==> config.mk <==
export PLATFORM = sky130hd
export DESIGN_NAME = multiplexer_4_to_1_arbitrated
export DESIGN_NICKNAME = d
export VERILOG_FILES = /design/src/rtl/multiplexer_4_to_1_arbitrated.sv
export SDC_FILE = /design/constraint.sdc
export NUM_CORES = 1
export LEC_CHECK = 0
export CAP_MARGIN = 25
export CORE_MARGIN = 3
export CORE_UTILIZATION = 30
export CTS_BUF_LIST = sky130_fd_sc_hd__clkbuf_8
export CTS_CLUSTER_DIAMETER = 200
export CTS_CLUSTER_SIZE = 24
export DETAILED_ROUTE_END_ITERATION = 10
export PLACE_DENSITY = 0.67
export SLEW_MARGIN = 25
export SYNTH_ARGS = -nofsm -noshare
export SYNTH_HDL_FRONTEND = slang
export SYNTH_SLANG_ARGS = --single-unit
==> constraint.sdc <==
create_clock -name clk -period 2.9 [get_ports clk]
set_input_delay 0.725 -clock clk [delete_from_list [all_inputs] [get_ports clk]]
set_output_delay 0.725 -clock clk [all_outputs]
set_load 0.02 [all_outputs]
==> src/rtl/multiplexer_4_to_1_arbitrated.sv <==
// Four-lane valid/ready merge stage with round-robin arbitration.
// The selected word is held in a registered output together with its source lane index.
module multiplexer_4_to_1_arbitrated #(
  parameter int WIDTH = 8
) (
  input  logic               clk,
  input  logic               rst,
  input  logic [3:0]         in_valid,
  input  logic [4*WIDTH-1:0] in_data,
  output logic [3:0]         in_ready,
  output logic               out_valid,
  output logic [WIDTH-1:0]   out_data,
  output logic [1:0]         select_lines,
  input  logic               out_ready
);

  localparam logic [0:0] EMPTY = 1'b0;
  localparam logic [0:0] FULL  = 1'b1;

  logic [0:0] state;
  logic [1:0] last_grant;
  logic [1:0] grant_idx;
  logic [1:0] cand;
  logic       grant_found;
  logic       load_en;
  logic       transfer;

  assign out_valid = (state == FULL);
  assign load_en   = ~out_valid | out_ready;

  // Search starts one past the last accepted lane, so a lane can never be granted twice in a row
  // while another lane is waiting.
  always_comb begin
    // NOTE: every always_comb output gets a default first, otherwise paths that skip an
    // assignment infer a latch.
    grant_found = 1'b0;
    grant_idx   = last_grant;
    cand        = last_grant;
    for (int k = 1; k <= 4; k++) begin
      cand = last_grant + 2'(k);
      if (!grant_found && in_valid[cand]) begin
        grant_found = 1'b1;
        grant_idx   = cand;
      end
    end
  end

  always_comb begin
    in_ready = 4'b0000;
    if (!rst && load_en && grant_found) in_ready[grant_idx] = 1'b1;
  end

  // in_ready is only ever set for a granted lane, and a lane is granted only when its valid is high.
  assign transfer = |in_ready;

  // NOTE: sequential state uses non-blocking assignments so every register samples
  // pre-edge values regardless of statement order.
  always_ff @(posedge clk) begin
    if (rst) begin
      state        <= EMPTY;
      out_data     <= '0;
      select_lines <= 2'b00;
      last_grant   <= 2'b11;
    end else if (transfer) begin
      state        <= FULL;
      out_data     <= in_data[grant_idx*WIDTH +: WIDTH];
      select_lines <= grant_idx;
      last_grant   <= grant_idx;
    end else if (out_ready) begin
      state        <= EMPTY;
    end
  end

endmodule

* Yosys cells after proc, flatten, opt, wreduce, memory -nomap -nowiden
Cells that the tools add are included.
Operators by class: add/subtract/negate cells 3, magnitude comparators 6, shift operators 1, mux-type cells 21, bitwise operators 2, reductions and logical operators 12
Operator list (number):
- 32-bit by 6-bit indexed part select with 8-bit output | 1
- 2-bit by 3-bit < comparator with 1-bit output (second input constant) | 5
- 1-bit 2-to-1 mux | 11
- 1-bit binary-select mux with 2-bit select | 4
- 2-bit 2-to-1 mux | 4
- 1-bit logical AND | 6
- 2-bit adder (second input constant) | 2
- 1-bit zero test | 4
- 4-bit 2-to-1 mux | 1
- 4-bit OR reduction | 1
- 2-bit by 1-bit adder with 2-bit output (second input constant) | 1
- 1-bit demux with 2-bit select | 1
- 2-bit by 1-bit >= comparator with 1-bit output (second input constant) | 1
- 2-bit nonzero test | 1
- 1-bit inverter | 1
- 1-bit bitwise OR | 1
Word-level totals: register bits after elaboration 13, input port bits 39, output and inout bits 15, word-level logic and storage cells 49

* Depth between registers and ports, before layout
Gate-level depths: netlist of run 1.
depth after elaboration 20, gate-level depth with buffers 8, depth with buffers taken out 5

* Least setup slack after synthesis of run 1
No wires, ideal clock.
path kind input port to output port, start in in_valid[1], end out in_ready[2], arrival 2022 ps, data required time 2175 ps, path slack 153 ps, cell stages on the path 5, buffers on the path 1, cells stage by stage nor4_1 -> or3_4 -> or4_4 -> buf_6 -> nor2_1
On the way: word-level cells in the longest chain between the ends 17, elaborated cells between the ends (all ways) 29, those cells by class order compare: 2; mux: 19; reduce/logical: 8
RTL lines:
- start, declared | RTL line 8 | input logic [3:0] in_valid,
- 1-bit binary-select mux with 2-bit select | RTL line 41 | if (!grant_found && in_valid[cand]) begin
- 1-bit 2-to-1 mux (not written as such) | RTL line 41
- 1-bit 2-to-1 mux | RTL line 41
- 1-bit zero test | RTL line 41
- 1-bit logical AND | RTL line 41
- 1-bit 2-to-1 mux | RTL line 41
- 1-bit zero test | RTL line 41
- 1-bit logical AND | RTL line 41
- 1-bit 2-to-1 mux | RTL line 41
- 1-bit zero test | RTL line 41
- 1-bit logical AND | RTL line 41
- 2-bit 2-to-1 mux | RTL line 41
- 2-bit by 3-bit < comparator with 1-bit output (not written as such) / 2-bit by 1-bit >= comparator with 1-bit output (equally long branches) | RTL line 50 | if (!rst && load_en && grant_found) in_ready[grant_idx] = 1'b1;
- 1-bit logical AND (not written as such) | RTL line 50
- 1-bit 2-to-1 mux (not written as such) | RTL line 50
- 1-bit demux with 2-bit select | RTL line 50
- 4-bit 2-to-1 mux * | RTL line 50
- end, declared | RTL line 10 | output logic [3:0] in_ready,
Mark *: on every way between the ends. The rest lies on a longest branch, timed or not. The select of a mux whose other input is x is not followed.

* Worst setup path after layout of run 1
start in in_valid[2], end out in_ready[0]
The elaborated chain is that of the path after synthesis.

==> impl_metrics.ini, run 1 <==
[place]
place_area_mm2 = 0.001554
dp_cells = 210
hpwl_um = 2437
gp_congestion = 0.8420
port_buffers = 53

[outcome]
status = completed

[synthesis]
ys_seq_area_frac = 0.2959
synthAdderAreaFrac = 0
yosys_warnings = 0
synthCells = 113
ys_top_cells_by_count = a211oi_1 (16), dfxtp_1 (13), nand2_1 (12)
synth-main-ff-cell = dfxtp_1
synth.distinct_cells = 27
synth_top_family_by_area = compound AO/OA/AOI/OAI gates
netlist.area_leader.share = 0.2959
ys_seq_elements = 13
synthXorXnorAreaFrac = 0
synth_compound_area_frac = 0.3983
synth.area.top_cells = dfxtp_1 (30%), a211oi_1 (14%), o21bai_1 (7.7%)
syn_area_per_cell_um2 = 7.784
yosysMostFrequentCell = a211oi_1
synthSimpleGateAreaFrac = 0.2034
syn_area_um2 = 879.6
synth.largest_area_cell = dfxtp_1
muxShareOfSynthArea = 0
synth_edf_count = 0
async_flop_share = 0
syn_nets = 152

[pwr]
combPwrFrac = 0.410
p_clk_frac = 0.255
powerDensity_mw_per_mm2 = 385.0
switching_power_uw = 193.5
swShare = 0.3111
total_leakage_power_nw = 0.6760
seqPwrFrac = 0.335
power_uw = 621.9
cell_internal_pwr_uw = 428.5
ir_drop_mv = 0.3500

[route]
first_pass_iters = 4
num_vias = 1086
routedWlPerCell_um = 13.42
drc = 0
drt_iter0_markers = 11
drt-total-wl_um = 2872
ant_nets = 0
vias_per_cell = 5.075

[sta]
slew_violations = 0
worstMarginPinSlew_ps = 362.8
hold_violations = 0
skew_ps = 1.527
period_minus_slack_ps = 2828
rsz0062_at_grt = no
slew_headroom = 0.7567
finalSetupViolations = 0
max_freq_ghz = 0.3536
fin_crit_sh = 0.9752
totalNegativeSetupSlack_ps = 0

[grt]
grt_overflow = 0
grt_pass1_vias = 986
antenna_found_initial = 0
grt_pass1_wl_um = 4326
track_usage = 0.1581
grt_max_degree = 15

[die]
num_rows = 19
core_area_mm2 = 0.002781
initial_core_util = 0.3162
die_height_um = 60.15
ios = 54
die_area_mm2 = 0.003617
die_w_um = 60.15

[worst_setup_path]
r2r_end = out_data[1]$_SDFFE_PP0P_
rrSetupSlack_ps = 1050
crit_path_max_fanout = 9
arrival_ps = 2100
worstPathRequired_ps = 2170
setup.worst_path.start_class = input port
cp-end-kind = output pin
worstRegToRegCells = 7
criticalPathCategory = input port to output pin
reg2reg_from = last_grant[1]$_SDFFE_PP1P_

[final_layout]
final-instance-count-excl-fill = 214
layout.nets = 223
syn_to_final_growth_pct = 83.64
fill_cells = 277
design_area_mm2 = 0.001615
drive_gt1_frac = 0.2295
num_antenna_cells = 0

[clock_tree]
cts_tree = built
clkTransAtPathRegs_ps = 60
worstSkewPairLatency_ps = 240
cts.sinks = 13
clock_path_buffers = 2
cts_inserted_buffers = 3
clockRootBuffer = clkbuf_8
h-tree-depth = 1
postCtsSetupRepairBufs = 0

[worst_hold_path]
hold_class = flop to flop
worstHoldPathCells = 2
hold_start = select_lines[1]$_SDFFE_PP0P_
hold_path_end = select_lines[1]$_SDFFE_PP0P_

[run]
cap_violations = 0
## flip-flops by register name (all words and copies together), names as in the netlist
register	flops
last_grant	2
out_data	8
out_valid	1
select_lines	2
## logic make-up after synthesis
family	count (synthesis)
AO/OA/AOI/OAI	48
AND/OR/NAND/NOR	35
flip-flops	13
buffers and inverters	17
## placed cells by master, fill, tap and decap left out, types with 4 or more instances in the layout
cell type	n
a211oi_1	16
a21oi_1	4
a21oi_2	6
a31oi_1	8
buf_4	24
clkdlybuf4s50_1	43
dfxtp_1	13
dlygate4sd2_1	4
inv_1	9
nand2_1	12
nor2_1	7
o21bai_1	9
## power groups by stage
stage                     Combinational, mW  Clock [mW]  Sequential [mW]
after floorplan                       0.103           0            0.228
after global placement                0.252           0            0.211
after detailed placement              0.255           0            0.212
after CTS                             0.256       0.160            0.209
after global routing                  0.275       0.170            0.210
final                                 0.255       0.159            0.208
## final cells by class
type / instances / area [um2] / area share
clock inverters: 1 / 3.754 / 0.002324
repair buffers: 75 / 688.2 / 0.4260
multi-input cells: 83 / 553.0 / 0.3424
inverters: 8 / 30.03 / 0.01859
well taps: 31 / 38.79 / 0.02401
clock buffers: 3 / 41.29 / 0.02556
flip-flops and latches: 13 / 260.3 / 0.1611
## metal layers
metal  track usage  wire length [um]  vias to the layer above  part of all wire
li1              -                 -                      553                 -
met1        0.1936              1212                      508              0.42
met2        0.2886              1522                       23              0.53
met3      0.006479               111                        2             0.039
met4       0.05696                25                        0            0.0087
met5             0                 0                        -                 0
## metrics by stage
step,hold slack (ps),utilization,setup slack [ps]
floorplan,513.5,-,152.6
global placement,455.6,0.5587,-630.9
detailed placement,466.0,0.5587,-658.3
CTS,473.6,0.5776,0.7672
global route,515.5,0.5807,11.87
finish,468.6,0.5807,71.96
## worst max path at each step
stage                       end         from  depth (start not counted)  slack, ps
global route        in_ready[3]  in_valid[0]                          7         10
floorplan           in_ready[2]  in_valid[1]                          5        150
finish              in_ready[0]  in_valid[2]                          7         70
CTS                 in_ready[3]  in_valid[0]                          6        0.8
global placement    in_ready[2]  in_valid[3]                          6       -630
detailed placement  in_ready[3]  in_valid[1]                          6       -660
## worst max-delay path: stages
cell and delay, ps:
dlygate4sd2_1 240, buf_4 130, or3b_1 370, buf_4 180, nand3_2 130, nor2_1 60, clkdlybuf4s15_2 250
## timing repair
item,CTS,global route
pin swaps,2,2
gates resized for setup,26,3
endpoints found under the hold margin,0,0
hold buffers,0,0
endpoints found under the setup margin,4,4
Note: power is estimated with default switching activity, not from simulation.
==> inputs of run 2 (changes only) <==
--- a/config.mk
+++ b/config.mk
@@ -6,7 +6,7 @@
 export NUM_CORES = 1
 export LEC_CHECK = 0
 export CAP_MARGIN = 25
-export CORE_MARGIN = 3
+export CORE_MARGIN = 5
 export CORE_UTILIZATION = 30
 export CTS_BUF_LIST = sky130_fd_sc_hd__clkbuf_8
 export CTS_CLUSTER_DIAMETER = 200
==> run 2 against run 1 <==
  * Fmax down 1.2%
  * Routed wire length up 4.3%
  * Sequential share of layout area about the same
  * Global-route usage down 1.2 points
  * Setup slack worse by 34 ps
  * Clock power about the same
  * Combinational power about the same
  * Largest power group unchanged
==> impl_metrics.ini, run 2 (synthesis results as in run 1) <==
[sta]
slew_violations = 0
skew_ps = 1.629
worst_slack_ps = 38.23
worstMarginPinSlew_ps = 341.0
slew_headroom = 0.7713
totalNegativeSetupSlack_ps = 0
rsz0062_at_grt = no
period_minus_slack_ps = 2862
max_freq_ghz = 0.3494
finalSetupViolations = 0
fin_crit_sh = 0.9868
hold_violations = 0

[run]
cap_violations = 0

[pwr]
ir_drop_mv = 0.3007
switching_power_uw = 195.7
combPwrFrac = 0.412
cell_internal_pwr_uw = 428.7
powerDensity_mw_per_mm2 = 385.3
total_leakage_power_nw = 0.6837
p_clk_frac = 0.256
swShare = 0.3134
seqPwrFrac = 0.332

[grt]
track_usage = 0.1461
antenna_found_initial = 0
grtUsageMet2 = 0.2563
top_usage_layer = met2
met1_usage = 0.1786
grt_pass1_wl_um = 4747
grt_pass1_vias = 1032
grt_max_degree = 15
grt_overflow = 0
grt_util_met3 = 0.01226

[final_layout]
drive_gt1_frac = 0.2500
largest_register_ffs = 8
final-instance-count-excl-fill = 215
reg.largest.list = out_data (8), last_grant (2), select_lines (2)
layout_common_cells = clkdlybuf4s50_1 (43), buf_4 (25), a211oi_1 (16)
layout.nets = 224
syn_to_final_growth_pct = 84.21
multi_input_area_um2 = 561.8
fill_cells = 266
num_antenna_cells = 0
seqCellArea_um2 = 260.3
final_common_cell = clkdlybuf4s50_1
finish.utilization = 0.5825
top_register = out_data

[outcome]
status = completed

[worst_setup_path]
cp-end-kind = output pin
critical_path.cell_chain = dlygate4sd2_1 > buf_4 > or3b_1 > buf_4 > nand3_2 > nor2_1 > dlygate4sd2_1
cp_slowest_stage_delay_ps = 370
crit_path_max_fanout = 4
criticalPathCategory = input port to output pin
setup.worst_path.start_class = input port
crit_slowest_cell = or3b_1
arrival_ps = 2140
worstPathRequired_ps = 2170
path_buf_inv = 4
cp_top_family = buffers and inverters

[die]
die_height_um = 64.15
ios = 54
die_area_mm2 = 0.004115
initial_core_util = 0.3162
die_w_um = 64.15
core_area_mm2 = 0.002781
num_rows = 19

[place]
hpwl_um = 2549
preCtsSetupSlack_ps = -684.9
gp_congestion = 0.8383
dp_cells = 211
port_buffers = 53

[clock_tree]
clock_path_buffers = 2
cts_tree = built
clockRootBuffer = clkbuf_8
h-tree-depth = 1
cts.sinks = 13
worstSkewPairLatency_ps = 240
clkTransAtPathRegs_ps = 60
cts_inserted_buffers = 3

[route]
routedWlPerCell_um = 13.93
first_pass_iters = 4
vias_per_cell = 4.995
ant_nets = 0
num_vias = 1074
drt-total-wl_um = 2996
drt_iter0_markers = 42
drc = 0

[worst_hold_path]
hold_class = flop to flop
## run 2: cell types whose count changed in the layout (fill, tap and decap cells not counted), sizes merged
| cell | before | now |
|---|---|---|
| buf | 24 | 25 |
| clkdlybuf4s15 | 4 | 2 |
| clkbuf | 3 | 5 |
## run 2: layer usage
layer  up-vias  share of wire
met2        26           0.53
li1        552              -
met3         4          0.046
met4         0          0.018
met1       492           0.41
met5         -              0
## run 2: power groups by stage
stage	clock network, mW	registers (mW)	logic (mW)
after floorplan	0	0.228	0.103
after global placement	0	0.210	0.254
after detailed placement	0	0.212	0.257
after CTS	0.165	0.208	0.259
after global routing	0.174	0.210	0.277
final	0.160	0.207	0.257
## run 2: timing repair
action                                  in CTS  in global routing
pin swaps                                    2                  1
hold buffers                                 0                  0
buffers inserted                             0                  0
gates resized for setup                     30                  3
gates cloned                                 0                  0
endpoints found under the setup margin       4                  3
## run 2: area by class of cell
| type | instances | area share |
|---|---|---|
| multi-input combinational | 83 | 0.3467 |
| tap | 31 | 0.02394 |
| clock buffer | 3 | 0.02548 |
| clock inverter | 1 | 0.002317 |
| sequential | 13 | 0.1606 |
| inverter | 8 | 0.01853 |
| timing repair buffer | 76 | 0.4224 |
## run 2: worst reg2reg max path: cells and delay by family (launching register included)
family | cells | cell delay, ps
AOI/OAI and AO/OA | 3 | 600
DFF | 1 | 430
and+or+nand+nor | 2 | 330
buffers and inverters | 2 | 330
## run 2: through the flow
stage	cell area, um2	hold WS (ps)	power [mW]
2_1_floorplan	879.6	513.5	0.3316
3_3_place_gp	1562	450.8	0.4646
4_1_cts	1628	462.9	0.6313
6_report	1620	456.6	0.6243
3_5_place_dp	1562	455.1	0.4682
5_1_grt	1620	494.2	0.6608
## run 2: path summary, 6_finish.rpt
path         slack [ps]                          from  cells after the start                      endpoint
min reg2reg         460  select_lines[1]$_SDFFE_PP0P_                      2  select_lines[1]$_SDFFE_PP0P_
max                  40                   in_valid[2]                      7                   in_ready[0]
min                 460  select_lines[1]$_SDFFE_PP0P_                      2  select_lines[1]$_SDFFE_PP0P_
max reg2reg        1080    last_grant[1]$_SDFFE_PP1P_                      7      out_data[0]$_SDFFE_PP0P_
